--- src/rtl/measure_ctrl.sv ---
// measure_ctrl: sequencer for the frequency-measurement datapath.
// Arms the gate, captures the datapath result strobe, optionally doubles the
// gate time on weak signals, and publishes tagged results through a one-deep
// valid/ready buffer with sticky timeout/overrun flags.
module measure_ctrl #(
  parameter int unsigned MIN_SIG_CNT = 1000,
  parameter int unsigned GAP_CYCLES  = 2
) (
  input  logic        clk_i,
  input  logic        rst_n_i,
  input  logic        start_i,
  input  logic        stop_i,
  input  logic        cont_i,
  input  logic        auto_range_i,
  input  logic [31:0] gate_time_i,
  input  logic [31:0] gate_time_max_i,
  input  logic [31:0] timeout_i,
  input  logic        meas_wr_en_i,
  input  logic [95:0] meas_wr_data_i,
  output logic        gate_en_o,
  output logic [31:0] gate_time_o,
  output logic        busy_o,
  output logic        res_valid_o,
  input  logic        res_ready_i,
  output logic [95:0] res_data_o,
  output logic        timeout_o,
  output logic        overrun_o
);

  localparam logic [31:0] MIN_SIG  = 32'(MIN_SIG_CNT);
  localparam logic [31:0] GAP_LAST = 32'(GAP_CYCLES - 1);

  typedef enum logic [1:0] {
    S_IDLE,
    S_ARM,
    S_EVAL,
    S_GAP
  } state_e;

  state_e      state_q,     state_d;
  logic        cont_q,      cont_d;
  logic        auto_q,      auto_d;
  logic [31:0] gate_time_q, gate_time_d;
  logic        gate_en_q,   gate_en_d;
  logic [31:0] tmo_cnt_q,   tmo_cnt_d;
  logic [31:0] gap_cnt_q,   gap_cnt_d;
  logic [63:0] meas_q,      meas_d;
  logic        res_valid_q, res_valid_d;
  logic [95:0] res_data_q,  res_data_d;
  logic        timeout_q,   timeout_d;
  logic        overrun_q,   overrun_d;

  logic [31:0] gate_clamped;
  logic [32:0] gate_doubled;
  logic [31:0] gate_next_range;
  logic        retry;
  logic        buf_free;

  // Gate-time arithmetic: start clamp, saturating doubling, retry decision.
  always_comb begin
    gate_clamped    = (gate_time_i > gate_time_max_i) ? gate_time_max_i : gate_time_i;
    gate_doubled    = {gate_time_q, 1'b0};
    gate_next_range = (gate_doubled > {1'b0, gate_time_max_i}) ? gate_time_max_i
                                                                : gate_doubled[31:0];
    retry           = auto_q && (meas_q[31:0] < MIN_SIG) && (gate_time_q < gate_time_max_i);
    buf_free        = !res_valid_q || res_ready_i;
  end

  // Next-state logic for the sequencer and the result buffer.
  always_comb begin
    state_d     = state_q;
    cont_d      = cont_q;
    auto_d      = auto_q;
    gate_time_d = gate_time_q;
    tmo_cnt_d   = tmo_cnt_q;
    gap_cnt_d   = gap_cnt_q;
    meas_d      = meas_q;
    res_valid_d = res_valid_q;
    res_data_d  = res_data_q;
    timeout_d   = timeout_q;
    overrun_d   = overrun_q;

    // Consumer drain; a publish in EVAL below may reload the same cycle.
    if (res_valid_q && res_ready_i) begin
      res_valid_d = 1'b0;
    end

    // Stop aborts everything in flight (including an EVAL publish) but
    // leaves the already-buffered result untouched.
    if (stop_i) begin
      state_d = S_IDLE;
    end else begin
      unique case (state_q)
        S_IDLE: begin
          if (start_i) begin
            state_d     = S_ARM;
            cont_d      = cont_i;
            auto_d      = auto_range_i;
            gate_time_d = gate_clamped;
            timeout_d   = 1'b0;
            overrun_d   = 1'b0;
            tmo_cnt_d   = '0;
          end
        end
        S_ARM: begin
          tmo_cnt_d = tmo_cnt_q + 32'd1;
          if (meas_wr_en_i) begin
            state_d = S_EVAL;
            meas_d  = meas_wr_data_i[63:0];
          end else if ((timeout_i != '0) && (tmo_cnt_q == timeout_i)) begin
            timeout_d = 1'b1;
            gap_cnt_d = '0;
            state_d   = cont_q ? S_GAP : S_IDLE;
          end
        end
        S_EVAL: begin
          gap_cnt_d = '0;
          if (retry) begin
            gate_time_d = gate_next_range;
            state_d     = S_GAP;
          end else begin
            if (buf_free) begin
              res_valid_d = 1'b1;
              res_data_d  = {gate_time_q, meas_q};
            end else begin
              overrun_d = 1'b1;
            end
            state_d = cont_q ? S_GAP : S_IDLE;
          end
        end
        S_GAP: begin
          tmo_cnt_d = '0;
          if (gap_cnt_q == GAP_LAST) begin
            state_d = S_ARM;
          end else begin
            gap_cnt_d = gap_cnt_q + 32'd1;
          end
        end
        default: state_d = S_IDLE;
      endcase
    end

    // Registered gate enable: high exactly while the sequencer sits in ARM.
    gate_en_d = (state_d == S_ARM);
  end

  // State and datapath registers.
  always_ff @(posedge clk_i or negedge rst_n_i) begin
    if (!rst_n_i) begin
      state_q     <= S_IDLE;
      cont_q      <= 1'b0;
      auto_q      <= 1'b0;
      gate_time_q <= '0;
      gate_en_q   <= 1'b0;
      tmo_cnt_q   <= '0;
      gap_cnt_q   <= '0;
      meas_q      <= '0;
      res_valid_q <= 1'b0;
      res_data_q  <= '0;
      timeout_q   <= 1'b0;
      overrun_q   <= 1'b0;
    end else begin
      state_q     <= state_d;
      cont_q      <= cont_d;
      auto_q      <= auto_d;
      gate_time_q <= gate_time_d;
      gate_en_q   <= gate_en_d;
      tmo_cnt_q   <= tmo_cnt_d;
      gap_cnt_q   <= gap_cnt_d;
      meas_q      <= meas_d;
      res_valid_q <= res_valid_d;
      res_data_q  <= res_data_d;
      timeout_q   <= timeout_d;
      overrun_q   <= overrun_d;
    end
  end

  assign gate_en_o   = gate_en_q;
  assign gate_time_o = gate_time_q;
  assign busy_o      = (state_q != S_IDLE);
  assign res_valid_o = res_valid_q;
  assign res_data_o  = res_data_q;
  assign timeout_o   = timeout_q;
  assign overrun_o   = overrun_q;

endmodule

--- config.mk ---
export PLATFORM = sky130hd
export DESIGN_NAME = measure_ctrl
export DESIGN_NICKNAME = d
export VERILOG_FILES = /design/src/rtl/measure_ctrl.sv
export SDC_FILE = /design/constraint.sdc
export NUM_CORES = 1
export LEC_CHECK = 0
export BUFFER_PORTS_ARGS = -buffer_cell sky130_fd_sc_hd__buf_4
export CORE_MARGIN = 4
export CORE_UTILIZATION = 26
export CTS_CLUSTER_DIAMETER = 40
export DETAILED_ROUTE_END_ITERATION = 7
export PLACE_DENSITY = 0.52
export SLEW_MARGIN = 20
export SYNTH_ARGS = -nofsm -noshare
export SYNTH_HDL_FRONTEND = slang
export SYNTH_SLANG_ARGS = --single-unit
--- constraint.sdc ---
create_clock -name clk_i -period 9.6 [get_ports clk_i]
set_clock_uncertainty 0.2 [all_clocks]
set_input_delay 0.48 -clock clk_i [delete_from_list [all_inputs] [get_ports clk_i]]
set_output_delay 0.48 -clock clk_i [all_outputs]
set_load 0.02 [all_outputs]
==> results of run 1 <==
## cells by family after synthesis
family / Yosys count / synth area share (%)
buffers and inverters: 91 / 2.67
DFF: 264 / 47.8
adders and majority gates: 97 / 8.79
AOI/OAI and AO/OA: 187 / 8.55
muxes: 162 / 13.2
and+or+nand+nor: 382 / 14.1
xor gates and xnor gates: 77 / 4.88
## sequential cells by signal (all words and copies together), names as in the netlist
register / flops
auto_q: 1
cont_q: 1
gap_cnt_q: 32
gate_en_o: 1
gate_time_o: 32
meas_q: 64
overrun_o: 1
res_data_o: 96
res_valid_o: 1
state_q: 2
timeout_o: 1
tmo_cnt_q: 32
## power groups by stage
stage,Combinational (mW),Sequential [mW],Clock [mW]
after global routing,1.58,1.76,1.92
after detailed placement,1.44,1.73,0
after CTS,1.47,1.72,1.86
final,1.45,1.71,1.81
after global placement,1.42,1.72,0
after floorplan,0.540,1.93,0
## layout make-up
cell class	count	area, µm²	area share, %
multi-input combinational	905	6890	35.5
sequential	264	6610	34.1
timing repair buffer	390	3130	16.1
clock buffer	59	1380	7.09
tap	688	861	4.44
clock inverter	33	379	1.95
inverter	41	154	0.793
antenna	1	2.50	0.0129
## metrics by stage
step | hold slack [ns] | total power [mW] | util (%) | area, µm² | std cells
floorplan | -0.0156 | 2.47 | - | 13800 | 1260
global placement | 0.277 | 3.13 | 32.1 | 16900 | 2210
detailed placement | 0.280 | 3.17 | 32.1 | 16900 | 2210
CTS | 0.000319 | 5.05 | 36.9 | 19400 | 2380
global route | 0.0196 | 5.26 | 36.9 | 19400 | 2380
finish | 0.0444 | 4.97 | 36.9 | 19400 | 2381
## final timing paths
check	startpoint	to	slack, ns	cells after the start
setup / recovery	gate_time_o[31]	res_data_o[17]	4.97	10
hold / removal	gate_time_i[17]	gate_time_o[17]	0.04	3
setup reg to reg	gate_time_o[31]	res_data_o[17]	4.97	10
hold reg to reg	overrun_o	overrun_o	0.29	2
max in group asynchronous	rst_n_i	meas_q[8]	6.88	4
min in group asynchronous	rst_n_i	res_data_o[14]	0.30	2
## cells in the final DEF (no fill, tap or decap), types with 4 or more instances in the layout
cell           instances
a211oi_1               4
a21o_1                 6
a21oi_1               45
a221oi_1              33
and3_1                11
and4_1                 4
buf_4                311
bufinv_16              6
clkbuf_16             51
clkbuf_8               7
clkinv_2               8
clkinv_4               6
clkinvlp_4             6
dfrtp_1              264
dlygate4sd3_1         78
ha_1                  97
inv_1                 40
inv_6                  7
mux2_2               162
nand2_1               97
nand2b_1               9
nand3_1               37
nand4_1               35
nor2_1                79
nor2b_1                4
nor3_1                10
nor4_1                66
nor4_2                 5
o21ai_0               62
o21ai_1                9
or3_1                 13
xnor2_1                6
xor2_1                71
## Yosys cell counts, drive strengths merged, types with 3 or more instances
| cell | n | area [µm²] |
|---|---|---|
| a211oi | 4 | 30.0 |
| a21o | 6 | 45.0 |
| a21oi | 45 | 225 |
| a221oi | 33 | 289 |
| a31oi | 5 | 31.3 |
| and3 | 11 | 68.8 |
| and4 | 4 | 35.0 |
| buf | 17 | 91.3 |
| clkbuf | 33 | 124 |
| dfrtp | 264 | 6610 |
| ha | 97 | 1210 |
| inv | 41 | 154 |
| mux2 | 162 | 1820 |
| nand2 | 97 | 364 |
| nand2b | 9 | 56.3 |
| nand3 | 37 | 185 |
| nand4 | 35 | 219 |
| nor2 | 79 | 297 |
| nor2b | 4 | 25.0 |
| nor3 | 13 | 75.1 |
| nor4 | 71 | 469 |
| o211ai | 3 | 22.5 |
| o21ai | 71 | 355 |
| or3 | 13 | 81.3 |
| or4 | 3 | 22.5 |
| xnor2 | 6 | 52.6 |
| xor2 | 71 | 622 |
## worst max-delay path, cell delays in order, from the launching register on
cell,delay [ns]
dfrtp_1,0.46
ha_1,0.28
nor4b_1,0.53
nand3_1,0.14
nor4_1,0.66
o221ai_1,0.27
a41oi_2,0.54
nor3_2,0.18
buf_4,0.34
buf_4,0.45
mux2_2,0.38
## metal layers
layer,GRT usage (%),wire (µm)
met1,19.0,18800
met2,23.5,19700
met3,4.28,3030
met4,4.73,1050
met5,0,0
==> summary.txt, run 1 <==
Clock network
  • Bufs on Longest Clock Path: 3
  • CTS tree: built
  • CTS H-tree lvls: 2
  • Clk slew on worst S/H paths: roughly 0.050 ns
  • Setup bufs post-CTS: 0
  • Post_cts resized: 0
  • CTS sink cnt: 264
  • Post-CTS Hold Buffers: between 70 and 80
  • Num CTS Buffers: just under 50
  • Clock latency on the worst-skew pair: between 0.5 and 0.6 ns
  • Root Buffer: clkbuf_16

Detailed routing
  • Vias per std cell: between 4 and 5
  • Drt wl/cell: 17.9 µm
  • Routed via count: ~11000
  • Initial DRC count: 518
  • DR DRC count: 0
  • DRT Pass-1 Iters: 4
  • ANT nets after route: 0
  • Final WL: between 40000 and 50000 µm

Die
  • Core Area: around 0.053 mm²
  • Chip height: roughly 240 µm
  • Die ar.: roughly 0.057 mm²
  • Initial Utilization: around a quarter
  • I/O pin count: roughly 330
  • Die Width: roughly 240 µm
  • Num rows: 84

Synth
  • Top FF cell, synth: dfrtp_1
  • Net Count, Synth: 1557
  • Async set-reset flop share out of synthesis: 100%
  • Mapped Area: about 0.014 mm²
  • YS warnings: 0
  • Seq cells post-synth: about 260
  • Seq/Total Area, Yosys: 47.8%
  • Post-synth EDFFs: 0
  • Syn_area_per_cell: about 11 µm²
  • Cells after Synth: 1260
  • Library cells used by synthesis: 50

Critical path
  • Crit. End Element: register
  • Crit path required time: 9.84 ns
  • Type of origin of the critical path: register
  • Arr. time, crit path: approximately 5 ns
  • Worst Path Max Fanout: between 50 and 60
  • Crit path kind: reg -> reg

Pwr
  • Pint: 3.34 mW
  • P per Cell Area: approximately 260 mW/mm²
  • Clock power share: a little over a third
  • Maximum vdd drop: approximately 170 µV
  • Logic pwr share: slightly below 30%
  • Seq pwr share: between 30% and 40%
  • Net load switching power: roughly 1.6 mW
  • Lkg Pwr: about 9.0 nW
  • Switching share of power: between 30 and 40%

STA
  • Tmin final: ~4.6 ns
  • Slew of the pin with the lowest slew margin: 0.952 ns
  • FMAX: roughly 0.22 GHz
  • Finish-stage setup viols: 0
  • Final Max Tran Viols: 0
  • Setup TNS Final: 0 ns
  • Final hold vios: 0
  • RSZ-0062 raised after global routing: no
  • Fin crit share: a little under 50%
  • Post-route worst setup slack: approximately 5.0 ns
  • Rel. slew slack: about a third

Cells and area
  • Fillers: 5228
  • Synth-to-Final Area Change: 40.4%
  • Final net count: between 1500 and 2000
  • Share of layout cells above drive strength 1: 34.4%

GRT
  • Total gr overflow: 0
  • Largest net degree at the start of global routing: between 90 and 100
  • Gr usage total: between 10% and 20%
  • Initial antenna violation count: 1
  • Vias in the first global route: between 10000 and 15000
  • First-pass GRT wire length: 67000 µm

Placed design
  • Dpl ws: around 4.4 ns
  • HPWL after detailed placement: 30800 µm
  • Port bufs: 300
  • Placer Congestion: between 0.7 and 0.8

Status
  • Run status: completed

Min path
  • Worst min-delay path class: in -> reg

Run
  • Max Cap Viol: 0
Note: power is estimated with default switching activity, not from simulation.
==> run 2, diff against run 1 <==
Settings changed: PLACE_DENSITY 0.52 to 0.53.
Clock period 9.6 ns to 3.8 ns, I/O delays scaled along.
==> summary.txt, run 2 (synthesis results as in run 1) <==
Status
  • Run status: completed

Clock network
  • Root Buffer: clkbuf_16
  • CTS tree: built
  • Clock latency on the worst-skew pair: slightly below 0.6 ns
  • Setup bufs post-CTS: 0
  • Bufs on Longest Clock Path: 3
  • Clk slew on worst S/H paths: roughly 0.050 ns
  • CTS sink cnt: 264
  • Num CTS Buffers: 51
  • CTS H-tree lvls: 2

Critical path
  • Crit path required time: slightly above 4 ns
  • R2R depth: 12
  • Crit. End Element: register
  • Crit path kind: reg -> reg
  • Reg2reg setup slack: 0.28 ns
  • Type of origin of the critical path: register
  • Buffers & Inverters on Critical Path: 3
  • CP max-delay cell: a2111oi_1
  • Worst Path Max Fanout: 22
  • Worst path max stage delay: 0.70 ns
  • Crit-path leading delay family: compound AO/OA/AOI/OAI gates
  • Capturing point of the worst reg2reg path: gate_time_o[21]
  • CP startpoint: gate_time_o[29]
  • CP cell instances: buf_4, ha_1, a21o_1, a2111oi_1, buf_4, o41ai_1, o31a_1, a31oi_4, buf_4, nor4_1, a221oi_1, o21ai_0
  • CP Depth: 12
  • Worst r2r src: gate_time_o[29]
  • Critical Path Sink: gate_time_o[21]
  • Crit path top cell by count: buf_4
  • Arr. time, crit path: ~3.8 ns

Pwr
  • Logic pwr share: between 30% and 40%
  • Pint: 8.36 mW
  • Switching share of power: approximately a third
  • Net load switching power: between 4 and 5 mW
  • Lkg Pwr: about 9 nW
  • Clock power share: a little over a third
  • Maximum vdd drop: between 300 and 400 µV
  • Seq pwr share: about a third
  • P per Cell Area: ~630 mW/mm²

Run
  • Max Cap Viol: 0

GRT
  • Vias in the first global route: 12400
  • Largest net degree at the start of global routing: roughly 110
  • Gr usage total: 15.2%
  • Initial antenna violation count: 3
  • Total gr overflow: 0
  • First-pass GRT wire length: 69700 µm

Cells and area
  • Finished Core Util: about two fifths
  • Max reg flops: 96
  • Leading cell type in the layout, fill and taps excluded: buf_4
  • Final net count: between 2000 and 2500
  • Share of layout cells above drive strength 1: 34.8%
  • Most frequent cells in the layout: buf_4, dfrtp_1, mux2_2
  • Synth-to-Final Area Change: 45.1%

Die
  • Die Width: between 200 and 250 µm
  • Initial Utilization: 26.3%
  • Die ar.: roughly 0.057 mm²
  • I/O pin count: approximately 330
  • Core Area: 0.0526 mm²
  • Chip height: 238 µm
  • Num rows: 84

Detailed routing
  • DRT Pass-1 Iters: 5
  • Final WL: 44100 µm
  • DR DRC count: 0
  • Vias per std cell: just under 5
  • Drt wl/cell: 18.0 µm
  • Routed via count: 11700
  • Initial DRC count: roughly 500
  • ANT nets after route: 0

Placed design
  • HPWL after detailed placement: 32300 µm
  • Port bufs: 300
  • Placer Congestion: just over 0.8

STA
  • Fin crit share: 92.6%
  • Final Max Tran Viols: 0
  • Final hold vios: 0
  • Tmin final: around 3.5 ns
  • Slew of the pin with the lowest slew margin: 0.947 ns
  • RSZ-0062 raised after global routing: no
  • Setup TNS Final: 0 ns
  • Rel. slew slack: between 30% and 40%
  • FMAX: roughly 0.28 GHz
  • Finish-stage setup viols: 0

Min path
  • Worst min-delay path class: in -> async
## run 2: cell count changes in the layout (fill, tap and decap cells not counted), sizes merged
cell	previous run	this run
dlygate4sd3	78	109
buf	312	342
bufinv	6	3
clkbuf	59	62
clkinvlp	6	8
clkinv	14	15
## run 2: power by group through the flow
stage	registers (mW)	logic, mW	clock network, mW
floorplan	4.87	1.36	0
global placement	4.29	3.72	0
detailed placement	4.32	3.78	0
CTS	4.29	3.89	4.62
global route	4.41	4.19	4.74
finish	4.28	3.84	4.47
## run 2: worst min-delay path by stage
| stage | start | end | slack, ns | depth (start not counted) |
|---|---|---|---|---|
| after floorplan | rst_n_i | auto_q | -0.31 | 0 |
| after global placement | rst_n_i | res_data_o[16] | 0.13 | 1 |
| after detailed placement | rst_n_i | res_data_o[16] | 0.14 | 1 |
| after CTS | gate_time_max_i[7] | gate_time_o[7] | 0.01 | 5 |
| after global routing | gate_time_max_i[15] | gate_time_o[15] | 0.08 | 5 |
| final | rst_n_i | res_data_o[14] | 0.04 | 2 |
## run 2: through the flow
step | std cells | hold slack (ns) | setup slack (ns) | total power [mW] | cell area, µm²
6_report | 2445 | 0.0382 | 0.281 | 12.6 | 20000
3_3_place_gp | 2240 | 0.130 | 0.0972 | 8.00 | 17200
5_1_grt | 2444 | 0.0797 | 0.0506 | 13.3 | 20000
4_1_cts | 2444 | 0.0120 | 0.0451 | 12.8 | 20000
3_5_place_dp | 2240 | 0.144 | 0.0674 | 8.10 | 17200
2_1_floorplan | 1260 | -0.306 | 0.639 | 6.23 | 13800
## run 2: area by class of cell
class / count / area (µm²)
Timing Repair Buffer: 451 / 3780
Clock inverter: 33 / 340
Sequential cell: 264 / 6610
Clock buffer: 62 / 1390
Inverter: 41 / 154
Multi-Input combinational cell: 905 / 6920
Tap cell: 688 / 861
Fill cell: 5225 / 32500
Antenna cell: 1 / 2.50
## run 2: what timing repair did
item	CTS	global route
hold endpoints to repair	219	0
resized for setup	0	4
setup endpoints to repair	0	95
hold buffers	109	0
## run 2: worst register-to-register path, stage by stage, from the launching register on
cell and delay, ns:
dfrtp_1 0.38, buf_4 0.16, ha_1 0.29, a21o_1 0.19
a2111oi_1 0.70, buf_4 0.22, o41ai_1 0.06, o31a_1 0.28
a31oi_4 0.19, buf_4 0.29, nor4_1 0.10, a221oi_1 0.23
o21ai_0 0.11
## run 2: per-layer routing
metal	global-route usage [%]	up-vias	share of wire (%)	wire length, µm
li1	-	5565	-	-
met1	19.9	5753	43	19100
met2	24.3	325	46	20500
met3	4.37	92	7.3	3200
met4	5.08	4	2.9	1270
met5	0	-	0.064	28
==> run 3, diff against run 2 <==
Settings changed: ABC_AREA from default to 1, PLACE_DENSITY 0.53 to 0.52.
==> summary.txt, run 3 <==
STA
  • Final hold vios: 0
  • FMAX: 0.274 GHz
  • Post-route worst setup slack: between 0.15 and 0.2 ns
  • Slew of the pin with the lowest slew margin: 0.901 ns
  • Setup TNS Final: 0 ns
  • Finish-stage setup viols: 0
  • Tmin final: roughly 3.6 ns
  • Final Max Tran Viols: 0
  • Rel. slew slack: 40.0%
  • RSZ-0062 raised after global routing: no
  • Fin crit share: between 90% and 100%

Die
  • Initial Utilization: 26.3%
  • Num rows: 90
  • Die ar.: 0.0653 mm²
  • I/O pin count: around 330
  • Chip height: 256 µm
  • Core Area: 0.0605 mm²
  • Die Width: 256 µm

Critical path
  • Crit path kind: in -> reg
  • Critical Path Sink: gate_time_o[7]
  • Arr. time, crit path: roughly 4.0 ns
  • Reg2reg setup slack: 0.23 ns
  • Type of origin of the critical path: input pin
  • Worst Path Max Fanout: 17
  • Crit path top cell by count: nand2_1
  • Capturing point of the worst reg2reg path: gate_time_o[11]
  • R2R depth: 14
  • CP cell instances: dlygate4sd3_1, buf_4, ha_1, nand2_1, nor2_1, nand4_1, nor2_2, nand2_1, nand2_1, buf_6, nand2_1, buf_4, nand2_1, nand3_1, dlygate4sd3_1, nand2_1, dlygate4sd3_1, nand2_1, nand2_1
  • Crit path required time: around 4.1 ns
  • Crit-path leading delay family: buffers and inverters
  • Crit. End Element: register
  • Worst path max stage delay: 0.59 ns
  • Worst r2r src: gate_time_o[9]
  • CP Depth: 19
  • CP max-delay cell: dlygate4sd3_1
  • Buffers & Inverters on Critical Path: 6
  • CP startpoint: gate_time_i[23]

Cells and area
  • Final net count: ~3000
  • Finished Core Util: between 30% and 40%
  • Fin area: 0.0228 mm²
  • Fillers: a little over 6000
  • Share of layout cells above drive strength 1: between 10% and 20%
  • Synth-to-Final Area Change: 43.3%
  • Sequential Area: roughly 0.0066 mm²
  • Most frequent cells in the layout: nand2_1, buf_4, inv_1
  • Max reg flops: 96
  • Leading cell type in the layout, fill and taps excluded: nand2_1
  • Multi-input gate area: a little under 0.008 mm²

Clock network
  • Num CTS Buffers: 55
  • CTS H-tree lvls: 2
  • Root Buffer: clkbuf_16
  • Clk slew on worst S/H paths: around 0.040 ns
  • CTS sink cnt: between 200 and 300
  • Clock latency on the worst-skew pair: 0.59 ns
  • CTS tree: built
  • Bufs on Longest Clock Path: 3

Detailed routing
  • Drt wl/cell: 16.0 µm
  • DR WL met3: 2980 µm
  • Wire length on met2: 26100 µm
  • Metal-1 WL: between 20000 and 30000 µm
  • Initial DRC count: 1176
  • ANT nets after route: 0
  • DR DRC count: 0
  • Routed via count: between 15000 and 20000
  • Top Layer Used: met4
  • DRT Pass-1 Iters: 5
  • Final WL: between 50000 and 60000 µm
  • Vias per std cell: 4.63

Pwr
  • Power after layout: ~15 mW
  • Maximum vdd drop: approximately 360 µV
  • P per Cell Area: 643 mW/mm²
  • Lkg Pwr: 11.7 nW

Synth
  • Library cells used by synthesis: 38
  • Synth area leaders: dfrtp_1, nand2_1, ha_1
  • Cells after Synth: between 2000 and 2500
  • Async set-reset flop share out of synthesis: 100%
  • Seq/Total Area, Yosys: a little over 40%
  • YS warnings: 0
  • Mapped Area: 0.0159 mm²
  • Top FF cell, synth: dfrtp_1
  • Most frequent cells after synthesis: nand2_1, inv_1, dfrtp_1
  • Synth top area share: a little over 40%
  • Net Count, Synth: 2500
  • Top-count cell post-synth: nand2_1
  • Post-synth EDFFs: 0
  • Syn_area_per_cell: approximately 7.2 µm²
  • Leading area contributor after synthesis: dfrtp_1
  • Seq cells post-synth: 264

GRT
  • Largest net degree at the start of global routing: approximately 170
  • Total gr overflow: 0
  • Initial antenna violation count: 1
  • Vias in the first global route: approximately 17000
  • Gr usage total: 16.9%
  • First-pass GRT wire length: between 90000 and 100000 µm

Min path
  • Worst min-delay path class: in -> async

Placed design
  • Area after DPL: between 0.015 and 0.02 mm²
  • Dpl ws: slightly above 0.4 ns
  • Port bufs: 300
  • Placer Congestion: 0.870
  • HPWL after detailed placement: 40800 µm

Run
  • Max Cap Viol: 0

Status
  • Run status: completed
==> run 3: logic make-up (layout without fill, tap and decap cells) <==
| group | Yosys count | after routing | synth area share [%] |
|---|---|---|---|
| compound gates | 262 | 262 | 8.46 |
| simple gates | 1161 | 1161 | 31.0 |
| fa+ha+maj | 97 | 97 | 7.62 |
| flops | 264 | 264 | 41.5 |
| other cells | 0 | 1 | 0 |
| xor+xnor | 38 | 38 | 2.09 |
| mux | 1 | 1 | 0.0707 |
| buf+inv | 380 | 899 | 9.30 |
==> run 3: area by class of cell <==
class                      instances  share of cell area [%]
tap                              782                    4.29
clock buffer                      65                    6.55
clock inverter                    38                    2.34
sequential                       264                    28.9
timing repair buffer             501                    18.6
inverter                         295                    4.85
antenna                            1                  0.0110
multi-input combinational       1559                    34.5
==> run 3: where the power goes <==
group	leakage, nW	internal (mW)	switching (mW)	total (mW)
Clock	0.986	3.47	1.74	5.21
Combinational	7.52	2.06	3.01	5.08
Sequential	3.24	3.73	0.667	4.40
==> run 3: timing repair <==
item                                   CTS  global route
resized for setup                        0             4
setup buffers                            0             1
setup endpoints to repair                0            31
hold buffers                           170             0
endpoints found under the hold margin  204             0
==> run 3: how the worst min path moves through the flow <==
stage | start | endpoint | slack, ns | cells past startpoint
after floorplan | rst_n_i | auto_q | -0.31 | 0
after global placement | rst_n_i | gate_time_o[21] | 0.11 | 1
after detailed placement | rst_n_i | res_data_o[87] | 0.14 | 1
after CTS | rst_n_i | res_data_o[87] | 0.09 | 2
after global routing | rst_n_i | res_data_o[87] | 0.09 | 2
final | rst_n_i | res_data_o[87] | 0.04 | 2
==> run 3: through the flow <==
step                      hold WS (ns)  cells
after CTS                       0.0884   3503
final                           0.0427   3505
after global placement           0.105   3230
after detailed placement         0.140   3230
after global routing            0.0945   3505
after floorplan                 -0.306   2203
==> run 3: layer usage <==
metal / global-route usage, % / vias to the layer above
met3: 3.07 / 129
met4: 5.53 / 0
met5: 0 / -
met1: 22.0 / 7650
li1: - / 8009
met2: 28.4 / 428
